`config.mk`:
```
export PLATFORM = sky130hd
export DESIGN_NAME = uart_tx_ctrl
export DESIGN_NICKNAME = d
export VERILOG_FILES = /design/src/rtl/uart_tx_ctrl.sv
export SDC_FILE = /design/constraint.sdc
export NUM_CORES = 1
export LEC_CHECK = 0
export ABC_AREA = 0
export BUFFER_PORTS_ARGS = -buffer_cell sky130_fd_sc_hd__buf_2
export CORE_ASPECT_RATIO = 1.2
export CORE_UTILIZATION = 35
export DETAILED_ROUTE_END_ITERATION = 8
export HOLD_SLACK_MARGIN = 0.15
export PLACE_DENSITY_LB_ADDON = 0.1
export SLEW_MARGIN = 40
export SYNTH_ARGS = -nofsm -noshare
export SYNTH_HDL_FRONTEND = slang
export SYNTH_SLANG_ARGS = --single-unit
```
`constraint.sdc`:
```
create_clock -name clk -period 1.85 [get_ports clk]
set_input_delay 0 -clock clk [delete_from_list [all_inputs] [get_ports clk]]
set_output_delay 0 -clock clk [all_outputs]
set_load 0.005 [all_outputs]
```
`src/rtl/uart_tx_ctrl.sv`:
```
// UART transmit sequencer: frames one latched word as start, data (LSB first),
// optional parity and stop bits, each held for CLKS_PER_BIT clock cycles.
module uart_tx_ctrl #(
  parameter int DATA_WIDTH   = 8,
  parameter int CLKS_PER_BIT = 16
) (
  input  logic                  clk,
  input  logic                  rst_n,
  input  logic                  data_valid,
  input  logic [DATA_WIDTH-1:0] p_data,
  input  logic                  par_en,
  input  logic                  par_typ,
  output logic [1:0]            mux_sel,
  output logic                  ser_data,
  output logic                  par_bit,
  output logic                  busy,
  output logic                  done,
  output logic [2:0]            dbg_state
);

  localparam int CW = (CLKS_PER_BIT > 1) ? $clog2(CLKS_PER_BIT) : 1;
  localparam int BW = (DATA_WIDTH > 1) ? $clog2(DATA_WIDTH) : 1;
  localparam logic [CW-1:0] CLK_LAST = CW'(CLKS_PER_BIT - 1);
  localparam logic [BW-1:0] BIT_LAST = BW'(DATA_WIDTH - 1);

  typedef enum logic [2:0] {
    S_IDLE   = 3'd0,
    S_START  = 3'd1,
    S_DATA   = 3'd2,
    S_PARITY = 3'd3,
    S_STOP   = 3'd4
  } state_t;

  state_t                state, state_next;
  logic [CW-1:0]         clk_cnt;
  logic [BW-1:0]         bit_cnt;
  logic [DATA_WIDTH-1:0] shift_reg;
  logic                  par_en_q;
  logic                  bit_end;

  // Request semantics: data_valid is a one-sided request with no ready. It is
  // sampled only in IDLE (busy=0); a high data_valid there is accepted on that
  // edge, and any value presented while busy=1 is ignored.

  assign bit_end = (clk_cnt == CLK_LAST);

  always_comb begin
    state_next = state;
    case (state)
      S_IDLE:   if (data_valid) state_next = S_START;
      S_START:  if (bit_end) state_next = S_DATA;
      S_DATA:   if (bit_end && (bit_cnt == BIT_LAST))
                  state_next = par_en_q ? S_PARITY : S_STOP;
      S_PARITY: if (bit_end) state_next = S_STOP;
      S_STOP:   if (bit_end) state_next = S_IDLE;
      default:  state_next = S_IDLE;
    endcase
  end

  always_ff @(posedge clk) begin
    if (!rst_n) begin
      state     <= S_IDLE;
      clk_cnt   <= '0;
      bit_cnt   <= '0;
      shift_reg <= '0;
      par_en_q  <= 1'b0;
      par_bit   <= 1'b0;
      done      <= 1'b0;
    end else begin
      state <= state_next;
      done  <= (state == S_STOP) && bit_end;
      // Restart the bit timer at every bit boundary and on any state change.
      if (bit_end || (state == S_IDLE) || (state_next != state))
        clk_cnt <= '0;
      else
        clk_cnt <= clk_cnt + CW'(1);
      if ((state == S_IDLE) && data_valid) begin
        shift_reg <= p_data;
        par_en_q  <= par_en;
        par_bit   <= (^p_data) ^ par_typ;
        bit_cnt   <= '0;
      end else if ((state == S_DATA) && bit_end) begin
        shift_reg <= shift_reg >> 1;
        bit_cnt   <= (bit_cnt == BIT_LAST) ? '0 : bit_cnt + BW'(1);
      end
    end
  end

  always_comb begin
    mux_sel = 2'b01;
    case (state)
      S_START:  mux_sel = 2'b00;
      S_DATA:   mux_sel = 2'b10;
      S_PARITY: mux_sel = 2'b11;
      default:  mux_sel = 2'b01;
    endcase
  end

  assign busy      = (state != S_IDLE);
  assign ser_data  = shift_reg[0];
  assign dbg_state = state;

endmodule

```
==> results.json <==
{
  "final_nets": 176,
  "gr-total-overflow": 0,
  "std_cell_rows": 20,
  "cp.required_ps": 2090,
  "antenna_found_initial": 0,
  "status": "finished clean",
  "clk_pin_slew_ps": 120,
  "io-pin-count": 22,
  "cap_violations": 0,
  "p_leak_nw": 0.567,
  "switching_share_pct": 25.5,
  "ant_nets": 0,
  "path_delay_family": "simple AND/OR/NAND/NOR gates",
  "powerDensity_mw_per_mm2": 646,
  "core_sq_mm": 0.00263,
  "ys_warn_count": 0,
  "synth_area_sq_mm": 0.00100,
  "start_kind": "register",
  "hpwlAfterDp_um": 1580,
  "min_path_type": "in -> reg",
  "die_width_um": 50.9,
  "worst_slew_pin_slew_ps": 207,
  "drc": 0,
  "setup_tns_ps": 0,
  "grt_pass1_vias": 914,
  "max-clock-path-buffers": 2,
  "routedWlPerCell_um": 11.2,
  "syn_to_final_growth_pct": 32.9,
  "power_w": 0.000862,
  "path_max_fanout": 4,
  "num_vias": 948,
  "yosys_register_bits": 21,
  "antenna_cells": 0,
  "cts_buffers": 3,
  "syn_area_per_cell_sq_um": 8.44,
  "period_share_pct": 92.1,
  "drtIter0Drc": 22,
  "synth_nets": 135,
  "max-slew-margin-rel_pct": 86.1,
  "grt_pass1_wl_um": 3660,
  "slew_viol_final": 0,
  "final_layout_size_suffix_gt1_share_pct": 23.3,
  "gp_congestion": 0.710,
  "seq_area_frac_synth_pct": 41.8,
  "die-area_sq_mm": 0.00309,
  "pwr-share-seq_pct": 56.7,
  "crit_path_max_incr_delay_ps": 560,
  "rsz0062_at_grt": "false",
  "path_cells": "or3_4 > nor2_2 > nand2_1 > dlygate4sd3_1 > a21oi_1",
  "comb_power_share_pct": 17.7,
  "die_h_um": 60.7,
  "setup_viol": 0,
  "worstSetupEndpointType": "register",
  "power_frac_clock_pct": 25.6,
  "clk_latency_ps": 300,
  "postSynthCellCount": 119,
  "crit_buf_inv": 1,
  "clockRootBuffer": "clkbuf_4",
  "peakVddDrop_mv": 0.399,
  "cts_tree": "built",
  "largest_register_ffs": 8,
  "totalWireLength_um": 2140,
  "max_clock_freq_mhz": 587,
  "grt_max_degree": 19,
  "synth.distinct_cells": 34,
  "grt_usage_pct": 16.1,
  "clock_skew_ps": 7.84,
  "switchingPower_w": 0.000220,
  "hold_viol_final": 0,
  "vias_per_cell": 4.94,
  "fin_crit_ps": 1700,
  "portBuffers": 21,
  "n_fill_cell": 277,
  "p_int_w": 0.000642,
  "cts_setup_buffers": 0,
  "initial_utilization_pct": 38.2,
  "cts_max_level": 1,
  "cts.sinks": 21,
  "arrival_ps": 1950,
  "path_class": "reg -> reg",
  "slowest_stage": "dlygate4sd3_1",
  "drtPass1Iterations": 4
}
cell families after synthesis:
kind of cell    share of synthesized area, %
fa+ha+maj                               3.74
simple gates                            24.8
flops                                   41.8
buf+inv                                 3.86
xor+xnor                                8.34
compound gates                          17.4
final timing paths:
| path | from | to | slack [ps] | cells after the start |
|---|---|---|---|---|
| worst max-delay path | dbg_state[2] | par_en_q | 150 | 5 |
| worst min-delay path | par_typ | par_bit | 390 | 5 |
| worst max register to register | dbg_state[2] | par_en_q | 150 | 5 |
| worst min register to register | bit_cnt[1] | bit_cnt[1] | 470 | 2 |
power by group through the flow:
stage | logic, W | clock network, W | registers [W]
floorplan | 0.0000885 | 0 | 0.000497
global placement | 0.000130 | 0 | 0.000498
detailed placement | 0.000131 | 0 | 0.000499
CTS | 0.000154 | 0.000239 | 0.000489
global route | 0.000170 | 0.000259 | 0.000492
finish | 0.000153 | 0.000221 | 0.000489
what timing repair did:
action	4_1_cts	5_1_grt
gates resized for setup	0	1
setup endpoints to repair	0	2
endpoints found under the hold margin	14	0
hold buffers	13	0
area by class of cell:
cell class | instances | area, sq um | share of cell area, %
multi-input combinational | 90 | 548 | 41.0
clock buffer | 4 | 26.3 | 1.97
inverter | 3 | 11.3 | 0.843
tap | 33 | 41.3 | 3.09
sequential | 21 | 420 | 31.5
timing repair buffer | 41 | 288 | 21.6
Yosys cell counts, drive strengths merged:
cell type	count	area, sq um
nand2	24	90.1
dfxtp	21	420
a31oi	9	56.3
o21ai	9	45.0
a21oi	6	30.0
nand3	5	25.0
nor2	5	18.8
xnor2	5	43.8
clkbuf	3	11.3
ha	3	37.5
inv	3	11.3
nor3	3	20.0
or3	3	23.8
buf	2	16.3
nand2b	2	12.5
nor3b	2	15.0
o211ai	2	20.0
xor2	2	17.5
a21o	1	7.51
a311oi	1	8.76
and3	1	6.26
nand3b	1	7.51
nand4	1	6.26
nor2b	1	6.26
o21a	1	7.51
or2	1	6.26
or4	1	11.3
xnor3	1	22.5
stage by stage:
step	utilization (%)	cells	area (sq um)	hold slack (ps)	worst slack, ps
floorplan	-	119	1000	136	60.7
global placement	44.8	175	1180	261	297
detailed placement	44.8	175	1180	266	257
CTS	50.7	192	1330	384	59.6
global route	50.8	192	1340	454	55.7
finish	50.8	192	1340	388	147
layout by cell type (no fill, tap or decap), types with 2 or more instances in the layout:
cell type / count
or3_1: 2
xnor2_1: 5
buf_2: 21
xor2_1: 2
a31oi_1: 9
ha_1: 3
a21oi_1: 6
dfxtp_1: 21
clkbuf_4: 3
dlygate4sd3_1: 13
nand3_1: 5
o21ai_1: 8
inv_1: 2
nor2_1: 4
nor3_1: 2
buf_4: 7
nand2b_1: 2
nand2_1: 24
nor3b_1: 2
routing by layer:
metal	track usage, %	vias up	share of wire (%)
met5	0	-	0
met4	7.14	0	0.56
met3	2.26	2	2.5
met2	32.0	16	53
li1	-	496	-
met1	16.5	434	44
worst reg2reg max path, cell delays in order, from the launching register on:
cell	delay, ps
dfxtp_1	330
or3_4	400
nor2_2	170
nand2_1	70
dlygate4sd3_1	560
a21oi_1	110
No activity file was read; power rests on OpenSTA's default activity.
